<file path="src/rtl/data_ram_reader.sv">
// Streams a contiguous range of a registered-address data RAM out over a valid/ready port.
// Optional feature macro: STREAM_CHECKSUM_EN adds a running checksum of the streamed words.
module data_ram_reader #(
    parameter int WIDTH      = 12,
    parameter int DEPTH      = 4096,
    parameter int ADDR_WIDTH = $clog2(DEPTH)
) (
    input  logic                  clk,
    input  logic                  rst,
    input  logic                  start,
    input  logic [ADDR_WIDTH-1:0] baseAddr,
    input  logic [ADDR_WIDTH:0]   len,
    output logic                  busy,
    output logic                  done,
    output logic [ADDR_WIDTH-1:0] mem_addr,
    input  logic [WIDTH-1:0]      mem_dataOut,
    output logic [WIDTH-1:0]      out_data,
    output logic                  out_valid,
    input  logic                  out_ready,
`ifdef STREAM_CHECKSUM_EN
    output logic [WIDTH-1:0]      checksum,
`endif
    output logic [1:0]            state_dbg
);

    typedef enum logic [1:0] {
        IDLE  = 2'd0,
        READ  = 2'd1,
        DRAIN = 2'd2,
        DONE  = 2'd3
    } state_t;

    localparam logic [ADDR_WIDTH:0]   MAX_LEN   = (ADDR_WIDTH+1)'(DEPTH);
    localparam logic [ADDR_WIDTH:0]   LEN_ONE   = (ADDR_WIDTH+1)'(1);
    localparam logic [ADDR_WIDTH-1:0] ADDR_ONE  = ADDR_WIDTH'(1);
    localparam logic [ADDR_WIDTH-1:0] LAST_ADDR = ADDR_WIDTH'(DEPTH - 1);

    state_t                state;
    logic [ADDR_WIDTH:0]   len_q;
    logic [ADDR_WIDTH:0]   issued;
    logic                  inflight;
    logic [WIDTH-1:0]      skid_data;
    logic                  skid_valid;
    logic                  pop;
    logic                  issue;
    logic [1:0]            occupancy;
    logic [ADDR_WIDTH:0]   len_clamped;

    // Output port: a word transfers on a rising clk edge where out_valid && out_ready;
    // out_valid never drops and out_data never changes until that transfer happens.
    assign pop = out_valid & out_ready;

    // Slots committed after this cycle's pop; a freed slot is reused in the same cycle.
    assign occupancy = {1'b0, out_valid} + {1'b0, skid_valid} - {1'b0, pop} + {1'b0, inflight};
    assign issue     = (state == READ) && (occupancy < 2'd2);

    assign len_clamped = (len > MAX_LEN) ? MAX_LEN : len;
    assign state_dbg   = state;

    always_ff @(posedge clk or posedge rst) begin
        if (rst) begin
            state      <= IDLE;
            busy       <= 1'b0;
            done       <= 1'b0;
            mem_addr   <= '0;
            len_q      <= '0;
            issued     <= '0;
            inflight   <= 1'b0;
            out_data   <= '0;
            out_valid  <= 1'b0;
            skid_data  <= '0;
            skid_valid <= 1'b0;
`ifdef STREAM_CHECKSUM_EN
            checksum   <= '0;
`endif
        end else begin
            done     <= 1'b0;
            inflight <= issue;

            if (issue) begin
                mem_addr <= (mem_addr == LAST_ADDR) ? '0 : mem_addr + ADDR_ONE;
                issued   <= issued + LEN_ONE;
            end

            // Head register is the output; the skid entry absorbs one word under backpressure.
            if (pop) begin
                if (skid_valid) begin
                    out_data   <= skid_data;
                    out_valid  <= 1'b1;
                    skid_valid <= inflight;
                    if (inflight) skid_data <= mem_dataOut;
                end else begin
                    out_valid <= inflight;
                    if (inflight) out_data <= mem_dataOut;
                end
            end else if (!out_valid) begin
                out_valid <= inflight;
                if (inflight) out_data <= mem_dataOut;
            end else if (inflight) begin
                skid_valid <= 1'b1;
                skid_data  <= mem_dataOut;
            end

`ifdef STREAM_CHECKSUM_EN
            if (pop) checksum <= checksum + out_data;
`endif

            case (state)
                IDLE: begin
                    if (start) begin
                        mem_addr <= baseAddr;
                        len_q    <= len_clamped;
                        issued   <= '0;
`ifdef STREAM_CHECKSUM_EN
                        checksum <= '0;
`endif
                        if (len_clamped == '0) begin
                            state <= DONE;
                            done  <= 1'b1;
                        end else begin
                            state <= READ;
                            busy  <= 1'b1;
                        end
                    end
                end
                READ: begin
                    if (issue && (issued + LEN_ONE == len_q)) state <= DRAIN;
                end
                DRAIN: begin
                    if (occupancy == 2'd0) begin
                        state <= DONE;
                        busy  <= 1'b0;
                        done  <= 1'b1;
                    end
                end
                DONE: begin
                    state <= IDLE;
                end
                default: state <= IDLE;
            endcase
        end
    end

endmodule

</file>
<file path="config.mk">
export PLATFORM = sky130hd
export DESIGN_NAME = data_ram_reader
export DESIGN_NICKNAME = d
export VERILOG_FILES = /design/src/rtl/data_ram_reader.sv
export SDC_FILE = /design/constraint.sdc
export NUM_CORES = 1
export LEC_CHECK = 0
export ABC_AREA = 1
export ABC_CLOCK_PERIOD_IN_PS = 2080
export CELL_PAD_IN_SITES_DETAIL_PLACEMENT = 0
export CELL_PAD_IN_SITES_GLOBAL_PLACEMENT = 1
export CORE_AREA = 2 2 107 109
export CTS_CLUSTER_SIZE = 28
export DETAILED_ROUTE_END_ITERATION = 6
export DIE_AREA = 0 0 109 111
export GPL_TIMING_DRIVEN = 0
export PLACE_DENSITY_LB_ADDON = 0.15
export SKIP_CTS_REPAIR_TIMING = 1
export SYNTH_ARGS = -nofsm -noshare
export SYNTH_HDL_FRONTEND = slang
export SYNTH_SLANG_ARGS = --single-unit
</file>
<file path="constraint.sdc">
create_clock -name clk -period 2.08 [get_ports clk]
set_clock_uncertainty 0.1 [all_clocks]
set_input_delay 0.416 -clock clk [delete_from_list [all_inputs] [get_ports clk]]
set_output_delay 0.416 -clock clk [all_outputs]
set_load 0.02 [all_outputs]
</file>
==> results.md <==
* Post-synth net total at 529
* Clock slew seen by the registers of the worst setup and hold paths at 0.06 ns
* CP max stage delay at 0.40 ns
* VDD IR max at 676 µV
* Remaining number of nets flagged by the antenna check after routing at 0
* Clock latency on the worst-skew pair at 0.34 ns
* Combinational family with the most area after synthesis: simple AND/OR/NAND/NOR gates
* Share of flip-flops with an asynchronous set or reset at 100%
* Static leakage at 2.43 nW
* Post-synthesis xor/xnor area fraction at 1.40%
* WP data required at 2.19 ns
* Cell type with the largest total area after synthesis: sky130_fd_sc_hd__dfrtp_1
* Final period utilization at 112%
* Number of warning messages in the yosys log at 0
* Max H-tree Level at 3
* Net count, final at 621
* Number of vias per cell after detailed routing at 4.81
* Core outline area at 11100 µm²
* Primary flip-flop cell chosen by synthesis mapping: sky130_fd_sc_hd__dfrtp_1
* Cell Rows at 39
* Relative contribution of the clock network to total power at 19.4%
* Multiplexer area fraction after synthesis at 4.14%
* Sum of overflow across all layers after global routing at 0
* Worst Reg2Reg Path Length in Cells at 12
* Switching Fraction at 41.5%
* Half-perimeter wire length of the detailed placement result at 7250 µm
* Starting DRC count in detailed routing at 176
* CTS Buf Count at 9
* Final critical-path required period at 2.33 ns
* IO Pins at 70
* Leading post-synthesis cells by cell area: sky130_fd_sc_hd__dfrtp_1 46%, sky130_fd_sc_hd__nand2_1 12%, sky130_fd_sc_hd__inv_1 7.5%
* Number of pins with negative max-slew slack in the final report at 0
* Area overhead of the layout relative to synthesis at 39.9%
* Post-synth top cells: 120 x sky130_fd_sc_hd__nand2_1, 75 x sky130_fd_sc_hd__inv_1, 69 x sky130_fd_sc_hd__dfrtp_1, 48 x sky130_fd_sc_hd__o21ai_0, 39 x sky130_fd_sc_hd__nand3_1
* Clock tree from TritonCTS: done
* Compound-Gate Fraction of Synth Area at 12.1%
* Cells after synthesis at 480
* Sequential cell fraction of total power at 30.6%
* Post-Synth Simple-Gate Area at 24.5%
* Number of buffer cells added on primary ports at 69
* Portion of total power attributed to combinational logic at 50.0%
* Length of the first detailed-routing pass in iterations at 4
* Global-route wire length before repair at 16700 µm
* Design internal power at 4.80 mW
* Area share of the leading cell type in the synthesized netlist at 46.1%
* Die area at 12100 µm²
* Worst min-delay path category: flop to flop
* ANT cells at 0
* Width of the die at 109 µm
* Category of the worst setup path launch point: flop
* Sink Count at 69
* MaxCap Viol Count at 0
* RSZ-0062 raised after global routing: true
* Initial antenna violation count at 0
* Wire length after detailed routing at 10100 µm
* Critical path fanouts, max at 7
* Distinct cells, synth at 34
* Finish-stage setup viols at 27
* Timing-limited maximum frequency at 429 MHz
* Failing checks: negative setup slack
* Total GRT Usage at 17.9%
* Root buf cell: sky130_fd_sc_hd__clkbuf_16
* Number of synthesized register bits at 69
* Depth of the worst hold-timing path at 2
* Die extent in y at 111 µm
* Power density over the cells at 1560 nW/µm²
* Maximum number of pins on one net before global-route repair at 37
* Initial cell density of the core at 33.8%
* Layout cell share with drive strength beyond 1 at 15.3%
* Maximum count of clock buffers along a single path at 2
* Per-instance average area after synthesis at 7.81 µm²
* Critical Path End Type: flop
* Slowest library cell on the worst path: sky130_fd_sc_hd__dfrtp_2
* Wire length per cell at 14.0 µm
* Number of hold violations in the final report at 0
* DRC errors left at 0
* Crit path cell chain: nand2_4 -> ha_4 -> inv_2 -> fa_2 -> nand2_2 -> nand3_4 -> buf_4 -> buf_12 -> buf_4 -> buf_8 -> a21oi_1 -> a211oi_2
* Minimum hold slack at 0.385 ns
* Most frequent cell after synthesis: sky130_fd_sc_hd__nand2_1
* Relative slew margins at 43.2%
* Sequential element share of the synthesized area at 46.1%
* Via count of the first global-routing pass at 3387
* Post-synthesis share of cell area spent on full adders, half adders and majority gates at 2.87%
* Critical path's most frequent cell: sky130_fd_sc_hd__buf_4
* Run status: complete, but fails checks
* Sw Pwr at 3.40 mW
* Slew at the pin with the worst max-slew slack at 0.850 ns
* Signal arrival time at the worst endpoint at 2.44 ns
* Cell area after synthesis at 3750 µm²
* Final setup margin at -0.251 ns
* Critical setup path kind: flop to flop
* Final Total Pwr at 8.20 mW
* EDFF count, synth at 0
* Final GP Congestion at 0.813
* Vias after detailed routing at 3465
==> critical path: cells and delay by family (launching register included) <==
| family | cells | cell delay [ns] |
|---|---|---|
| buf+inv | 5 | 0.59 |
| simple gates | 3 | 0.27 |
| flops | 1 | 0.40 |
| fa+ha+maj | 2 | 0.61 |
| compound gates | 2 | 0.21 |
==> power groups by stage <==
stage / sequential (mW) / combinational, mW / clock [mW]
2_1_floorplan: 2.75 / 2.13 / 0
3_3_place_gp: 2.51 / 3.62 / 0
3_5_place_dp: 2.51 / 3.66 / 0
4_1_cts: 2.50 / 3.68 / 1.63
5_1_grt: 2.61 / 4.57 / 1.69
6_report: 2.51 / 4.10 / 1.59
==> path summary, 6_finish.rpt <==
kind,start,to,slack [ns]
setup reg to reg,out_valid$_DFF_PP0_,issued[6]$_DFF_PP0_,-0.25
max in group asynchronous,rst,issued[5]$_DFF_PP0_,0.75
hold / removal,skid_data[4]$_DFFE_PP0P_,skid_data[4]$_DFFE_PP0P_,0.38
min in group asynchronous,rst,out_data[6]$_DFFE_PP0P_,0.49
setup / recovery,out_valid$_DFF_PP0_,issued[6]$_DFF_PP0_,-0.25
hold reg to reg,skid_data[4]$_DFFE_PP0P_,skid_data[4]$_DFFE_PP0P_,0.38
==> logic make-up (layout without fill, tap and decap cells) <==
logic type / Yosys count / after routing
AOI/OAI and AO/OA: 83 / 83
xor gates and xnor gates: 6 / 6
adders and majority gates: 8 / 8
buffers and inverters: 88 / 185
DFF: 69 / 69
muxes: 14 / 14
and+or+nand+nor: 212 / 212
==> flip-flops by register name, summed over array words and instances, names as in the netlist <==
register	flops
mem_addr	12
busy	1
len_q	13
done	1
skid_valid	1
out_valid	1
issued	13
skid_data	12
state_dbg	2
inflight	1
out_data	12
==> stage by stage <==
| step | cells | cell area, µm² | setup slack [ns] | setup TNS, ns | util, % |
|---|---|---|---|---|---|
| floorplan | 480 | 3830 | -0.0957 | -0.788 | - |
| global placement | 692 | 4700 | -0.880 | -41.40 | 42.4 |
| detailed placement | 693 | 4720 | -0.890 | -29.47 | 42.6 |
| CTS | 709 | 5030 | -0.539 | -11.21 | 45.4 |
| global route | 720 | 5250 | -0.441 | -7.98 | 47.4 |
| finish | 720 | 5250 | -0.251 | -4.77 | 47.4 |
==> cell usage in the layout (no fill, tap or decap), types with 3 or more instances in the layout <==
| master | Yosys | layout |
|---|---|---|
| sky130_fd_sc_hd__clkinv_4 | 0 | 3 |
| sky130_fd_sc_hd__nand2_1 | 120 | 116 |
| sky130_fd_sc_hd__xor2_1 | 3 | 3 |
| sky130_fd_sc_hd__nor2_1 | 29 | 24 |
| sky130_fd_sc_hd__nor2_4 | 3 | 5 |
| sky130_fd_sc_hd__dfrtp_1 | 69 | 68 |
| sky130_fd_sc_hd__nand2_2 | 3 | 6 |
| sky130_fd_sc_hd__o211ai_1 | 4 | 4 |
| sky130_fd_sc_hd__inv_2 | 0 | 3 |
| sky130_fd_sc_hd__o22ai_1 | 7 | 7 |
| sky130_fd_sc_hd__a21oi_1 | 15 | 10 |
| sky130_fd_sc_hd__a21oi_2 | 0 | 5 |
| sky130_fd_sc_hd__buf_4 | 0 | 8 |
| sky130_fd_sc_hd__mux2_2 | 12 | 12 |
| sky130_fd_sc_hd__clkdlybuf4s50_1 | 0 | 68 |
| sky130_fd_sc_hd__o21ai_0 | 48 | 37 |
| sky130_fd_sc_hd__nor2_2 | 1 | 4 |
| sky130_fd_sc_hd__clkbuf_16 | 0 | 10 |
| sky130_fd_sc_hd__o21ai_1 | 2 | 12 |
| sky130_fd_sc_hd__clkbuf_2 | 0 | 3 |
| sky130_fd_sc_hd__clkbuf_1 | 10 | 5 |
| sky130_fd_sc_hd__nand3_1 | 39 | 38 |
| sky130_fd_sc_hd__inv_1 | 75 | 71 |
| sky130_fd_sc_hd__xnor2_1 | 3 | 3 |
| sky130_fd_sc_hd__nand4_1 | 9 | 9 |
| sky130_fd_sc_hd__ha_1 | 7 | 6 |
==> final cells by class <==
class | count | area (µm²)
inverter | 76 | 297
clock inverter | 7 | 81.3
clock buffer | 9 | 225
fill | 1069 | 5830
tap | 143 | 179
sequential | 69 | 1730
buffer | 12 | 88.8
multi-input combinational | 323 | 1830
timing repair buffer | 81 | 821
==> metal layers <==
layer	wire, µm	share of wire [%]	vias up	track usage [%]
li1	-	-	1753	-
met1	4700	47	1624	23.9
met2	4720	47	75	27.5
met3	472	4.7	13	5.53
met4	206	2.0	0	5.56
met5	0	0	-	0
(Power assumes the default switching activity.)
